<file path="config.mk">
export PLATFORM = sky130hd
export DESIGN_NAME = branch_unit
export DESIGN_NICKNAME = d
export VERILOG_FILES = /design/src/rtl/branch_pkg.sv /design/src/rtl/bp_counter_table.sv /design/src/rtl/branch_unit.sv
export SDC_FILE = /design/constraint.sdc
export NUM_CORES = 1
export LEC_CHECK = 0
export ABC_AREA = 1
export BUFFER_PORTS_ARGS = -buffer_cell sky130_fd_sc_hd__buf_4
export CORE_UTILIZATION = 50
export DETAILED_ROUTE_END_ITERATION = 8
export PLACE_DENSITY = 0.77
export SLEW_MARGIN = 20
export SYNTH_ARGS = -nofsm -noshare
export SYNTH_HDL_FRONTEND = slang
export SYNTH_HIERARCHICAL = 1
export SYNTH_SLANG_ARGS = --single-unit
</file>
<file path="constraint.sdc">
create_clock -name clk -period 4.45 [get_ports clk]
set_input_delay 0.89 -clock clk [delete_from_list [all_inputs] [get_ports clk]]
set_output_delay 0.89 -clock clk [all_outputs]
set_load 0.01 [all_outputs]
</file>
<file path="src/rtl/branch_pkg.sv">
// Shared definitions for the branch unit: opcodes, flag bit positions, FSM encoding and condition decode.
package branch_pkg;

  localparam logic [5:0] OP_BR  = 6'b001110;
  localparam logic [5:0] OP_BMI = 6'b001111;
  localparam logic [5:0] OP_BPL = 6'b010000;
  localparam logic [5:0] OP_BZ  = 6'b010001;
  localparam logic [5:0] OP_BNZ = 6'b010010;
  localparam logic [5:0] OP_BC  = 6'b010011;
  localparam logic [5:0] OP_BNC = 6'b010100;

  localparam int FLAG_Z = 0;
  localparam int FLAG_S = 1;
  localparam int FLAG_C = 2;

  typedef enum logic {ST_IDLE = 1'b0, ST_FLUSH = 1'b1} state_t;

  typedef struct packed {
    logic is_br;
    logic uncond;
    logic taken;
  } br_dec_t;

  // f is {C,S,Z}; non-branch opcodes come back with is_br=0 and are ignored upstream
  function automatic br_dec_t decode_br(input logic [5:0] op, input logic [2:0] f);
    br_dec_t d;
    d = '0;
    d.is_br = 1'b1;
    case (op)
      OP_BR:   begin d.uncond = 1'b1; d.taken = 1'b1; end
      OP_BMI:  d.taken = f[FLAG_S];
      OP_BPL:  d.taken = ~f[FLAG_S] & ~f[FLAG_Z];
      OP_BZ:   d.taken = f[FLAG_Z];
      OP_BNZ:  d.taken = ~f[FLAG_Z];
      OP_BC:   d.taken = f[FLAG_C];
      OP_BNC:  d.taken = ~f[FLAG_C];
      default: d.is_br = 1'b0;
    endcase
    return d;
  endfunction

endpackage

</file>
<file path="src/rtl/bp_counter_table.sv">
// Table of 2-bit saturating direction counters: combinational read port, one update port.
module bp_counter_table #(
  parameter int PRED_ENTRIES = 16,
  parameter int ADDR_W       = 32
) (
  input  logic              clk,
  input  logic              rst,
  input  logic [ADDR_W-1:0] rd_pc,
  output logic              rd_taken,
  input  logic              upd_en,
  input  logic [ADDR_W-1:0] upd_pc,
  input  logic              upd_taken
);

  localparam int IDX_W = $clog2(PRED_ENTRIES);

  logic [1:0]       ctr [PRED_ENTRIES];
  logic [IDX_W-1:0] rd_idx;
  logic [IDX_W-1:0] upd_idx;
  logic             unused_pc;

  // word-aligned PCs: the two low bits carry no information
  assign rd_idx    = rd_pc[IDX_W+1:2];
  assign upd_idx   = upd_pc[IDX_W+1:2];
  assign rd_taken  = ctr[rd_idx][1];
  assign unused_pc = ^{rd_pc[ADDR_W-1:IDX_W+2], rd_pc[1:0], upd_pc[ADDR_W-1:IDX_W+2], upd_pc[1:0]};

  always_ff @(posedge clk) begin
    if (rst) begin
      for (int i = 0; i < PRED_ENTRIES; i++) ctr[i] <= 2'b01;
    end else if (upd_en) begin
      if (upd_taken && ctr[upd_idx] != 2'b11)
        ctr[upd_idx] <= ctr[upd_idx] + 2'b01;
      else if (!upd_taken && ctr[upd_idx] != 2'b00)
        ctr[upd_idx] <= ctr[upd_idx] - 2'b01;
    end
  end

endmodule

</file>
<file path="src/rtl/branch_unit.sv">
// Execute-stage branch resolution: flag register, condition check, registered redirect and timed flush.
// Optional dynamic prediction is enabled with the BRANCH_PRED_EN macro.
module branch_unit
  import branch_pkg::*;
#(
  parameter int ADDR_W       = 32,
  parameter int FLUSH_CYCLES = 2,
  parameter int PRED_ENTRIES = 16
) (
  input  logic              clk,
  input  logic              rst,
  input  logic              valid_in,
  input  logic [5:0]        opcode,
  input  logic [ADDR_W-1:0] pc,
  input  logic [ADDR_W-1:0] offset,
  input  logic              flags_we,
  input  logic              flagZ_in,
  input  logic              flagS_in,
  input  logic              flagC_in,
`ifdef BRANCH_PRED_EN
  input  logic              pred_in,
  input  logic [ADDR_W-1:0] fetch_pc,
  output logic              pred_taken,
`endif
  output logic              ready_out,
  output logic              redirect_valid,
  output logic [ADDR_W-1:0] redirect_pc,
  output logic              flush,
  output logic [2:0]        flags_q
);

  localparam int CNT_W = $clog2(FLUSH_CYCLES) + 1;

  state_t            state_q, state_d;
  logic [CNT_W-1:0]  cnt_q, cnt_d;
  logic [2:0]        flags_in;
  logic [2:0]        eff_flags;
  br_dec_t           dec;
  logic              accept;
  logic              do_redirect;
  logic [ADDR_W-1:0] target;
  logic [ADDR_W-1:0] redir_target;

  assign flags_in  = {flagC_in, flagS_in, flagZ_in};
  // same-cycle flag write is bypassed to the branch being resolved
  assign eff_flags = flags_we ? flags_in : flags_q;
  assign dec       = decode_br(opcode, eff_flags);
  assign accept    = valid_in && ready_out && dec.is_br;
  assign target    = pc + offset;

`ifdef BRANCH_PRED_EN
  bp_counter_table #(
    .PRED_ENTRIES (PRED_ENTRIES),
    .ADDR_W       (ADDR_W)
  ) u_bpt (
    .clk       (clk),
    .rst       (rst),
    .rd_pc     (fetch_pc),
    .rd_taken  (pred_taken),
    .upd_en    (accept && !dec.uncond),
    .upd_pc    (pc),
    .upd_taken (dec.taken)
  );

  // only a wrong prediction needs fetch corrected; a not-taken fix resumes at the fall-through
  assign do_redirect  = accept && (dec.taken != pred_in);
  assign redir_target = dec.taken ? target : pc + ADDR_W'(4);
`else
  logic unused_dec;
  assign unused_dec   = dec.uncond;
  assign do_redirect  = accept && dec.taken;
  assign redir_target = target;
`endif

  assign ready_out = (state_q == ST_IDLE);
  assign flush     = (state_q == ST_FLUSH);

  always_comb begin
    state_d = state_q;
    cnt_d   = cnt_q;
    case (state_q)
      ST_IDLE: begin
        if (do_redirect) begin
          state_d = ST_FLUSH;
          cnt_d   = CNT_W'(FLUSH_CYCLES - 1);
        end
      end
      ST_FLUSH: begin
        if (cnt_q == '0) state_d = ST_IDLE;
        else             cnt_d   = cnt_q - CNT_W'(1);
      end
      default: state_d = ST_IDLE;
    endcase
  end

  always_ff @(posedge clk) begin
    if (rst) begin
      state_q        <= ST_IDLE;
      cnt_q          <= '0;
      flags_q        <= '0;
      redirect_valid <= 1'b0;
      redirect_pc    <= '0;
    end else begin
      state_q        <= state_d;
      cnt_q          <= cnt_d;
      redirect_valid <= do_redirect;
      if (flags_we)    flags_q     <= flags_in;
      if (do_redirect) redirect_pc <= redir_target;
    end
  end

endmodule

</file>
==> reports/qor.csv <==
metric,value,unit
grtUsageMet2,0.574,
cts_tree,done,
busiest_layer,met2,
layoutNonFillerInstCount,945,
detail_route.first_pass.iterations,5,
status,"finished, final reports clean",
use_met3,0.0431,
critPathRequiredTime,4650,ps
yosys.area.top_type_share,0.278,
grt_pass1_vias,4426,
path_max_fanout,4,
place_ws,1720,ps
critical_path_buf_inv_count,2,
insertion_delay,300,ps
syn_nets,842,
worstPathCellList,"buf_4, ha_1, fa_1, nand3_1, nand3_1, nand3_1, nand3b_1, nand2_1, nand2_1, nand2_1, nand3_1, nand2_1, inv_1",
tns,0,ps
power.internal,0.000703,W
wire_per_inst,12.6,um
final_nets,952,
ys_seq_area_frac,0.194,
period_share,0.547,
peakVddDrop,178,uV
cts-htree-levels,2,
coreArea,7770,sq um
fin_ws,2020,ps
criticalPathCategory,primary input to register,
cts_hold_buf,0,
power_density,220,nW/um^2
worst_pin_slew,607,ps
mostFrequentLayoutCells,"298 x nand2_1, 141 x inv_1, 114 x buf_4",
syn_area,4020,sq um
route.detailed.drc,0,
netSwitchingPower,0.000406,W
ys_ff_latch,39,
ant_nets,0,
grt_pass1_wl,19.6,mm
die_w,91.7,um
p_sw_frac,0.366,
die_y,91.7,um
slowest_stage,fa_1,
synth.area.top_cells,"nand2_1 28%, dfxtp_1 19%, inv_1 13%",
nFillCells,766,
min_path_type,register to register,
synthCells,732,
hold_viol,0,
fin_skew,7.07,ps
slew_headroom,0.595,
drive_above_1_share,0.154,
finalSetupViolCount,0,
startpoint_type,primary input,
synthDistinctLibCells,30,
hpwl,10.1,mm
p_seq_frac,0.333,
rrSetupSlack,2480,ps
cts.sinks,39,
worst-endpoint-arrival,2640,ps
syn_avg_cell_area,5.49,sq um
maxCapViolCount,0,
comb_power_share,0.395,
cts_inserted_buffers,5,
syn2layout_area_growth,25.4,%
cts-root-buf,clkbuf_8,
std_cell_rows,32,
routed_wl,12.0,mm
gr-total-overflow,0,
die-area,8400,sq um
grt_use_total,0.294,
drtIter0Drc,181,
antenna_cells,0,
gp_congestion,0.887,
start_util,0.518,
synth_top_cell_by_area,nand2_1,
place_inst,937,
grt_max_degree,35,
report.final.slew_viol_count,0,
io_buffers,114,
min_period,2430,ps
clkPwrFrac,0.272,
post_drt_via_cell_ratio,4.89,
end_kind,register,
cts_setup_buffers,0,
fmaxAchievable,411,MHz
ios,115,
cts_repair_resize_count,0,
cts_max_path_buffers,2,
slowest_delay,440,ps
rsz0062_at_grt,no,
critPathTopFamily,simple AND/OR/NAND/NOR gates,
path_clk_slew,80,ps
layout_commonest_cell,nand2_1,
antenna_found_initial,0,
via_count,4620,
post-route-util,0.649,
grt_use_met1,0.327,
yosys_warnings,6,
p_leak,3.02,nW
==> Yosys cell counts, drive strengths merged <==
cell type	n
nand2	299
inv	143
nor2	57
nand3	53
dfxtp	39
a21oi	36
ha	32
o21ai	19
xor2	14
and2	8
buf	7
nand4	7
nor3	5
clkbuf	4
nand3b	2
o21bai	2
a21o	1
and3	1
fa	1
or2	1
xnor2	1
==> flip-flops by register name, summed over array words and instances, names as in the netlist <==
| register | count |
|---|---|
| redirect_valid | 1 |
| redirect_pc | 32 |
| cnt_q | 2 |
| flush | 1 |
| flags_q | 3 |
==> per-stage QoR <==
stage               power, W  hold WS (ps)  cell area, sq um
floorplan           0.000658           477              4020
global placement    0.000807           456              4930
detailed placement  0.000813           462              4930
CTS                  0.00111           474              5040
global route         0.00119           495              5040
finish               0.00111           469              5040
==> routing by layer <==
metal  share of wire  routed length, um
met4           0.023                272
met3           0.041                488
met2            0.52               6210
met5               0                  0
met1            0.42               4980
==> worst reg2reg max path, delay by kind of cell (launching register included) <==
family | cells | cell delay, ps
compound gates | 1 | 160
buf+inv | 2 | 460
flops | 1 | 320
simple gates | 7 | 930
==> cell families after synthesis <==
family | synth area share
XOR/XNOR | 0.0327
buffers and inverters | 0.153
AO/OA/AOI/OAI | 0.0769
AND/OR/NAND/NOR | 0.439
flip-flops | 0.194
adder cells (fa/ha/maj) | 0.105
==> layout make-up <==
class,instances,area (sq um),area share
timing repair buffer,114,856,0.170
multi-input combinational,539,2620,0.521
tap,102,128,0.0253
clock inverter,3,43.8,0.00869
clock buffer,5,68.8,0.0137
inverter,143,539,0.107
sequential,39,781,0.155
==> final timing paths <==
| kind | depth (start not counted) | end | start |
|---|---|---|---|
| worst min register to register | 2 | redirect_pc[1]$_SDFFE_PP0P_ | redirect_pc[1]$_SDFFE_PP0P_ |
| worst min-delay path | 2 | redirect_pc[1]$_SDFFE_PP0P_ | redirect_pc[1]$_SDFFE_PP0P_ |
| worst max register to register | 10 | redirect_pc[26]$_SDFFE_PP0P_ | flags_q[2]$_SDFF_PP0_ |
| worst max-delay path | 13 | redirect_pc[20]$_SDFFE_PP0P_ | offset[0] |
==> power by group through the flow <==
| stage | registers [W] | clock network (W) | logic [W] |
|---|---|---|---|
| floorplan | 0.000382 | 0 | 0.000276 |
| global placement | 0.000377 | 0 | 0.000430 |
| detailed placement | 0.000377 | 0 | 0.000436 |
| CTS | 0.000369 | 0.000302 | 0.000438 |
| global route | 0.000371 | 0.000321 | 0.000494 |
| finish | 0.000369 | 0.000301 | 0.000438 |
(Power assumes the default switching activity.)
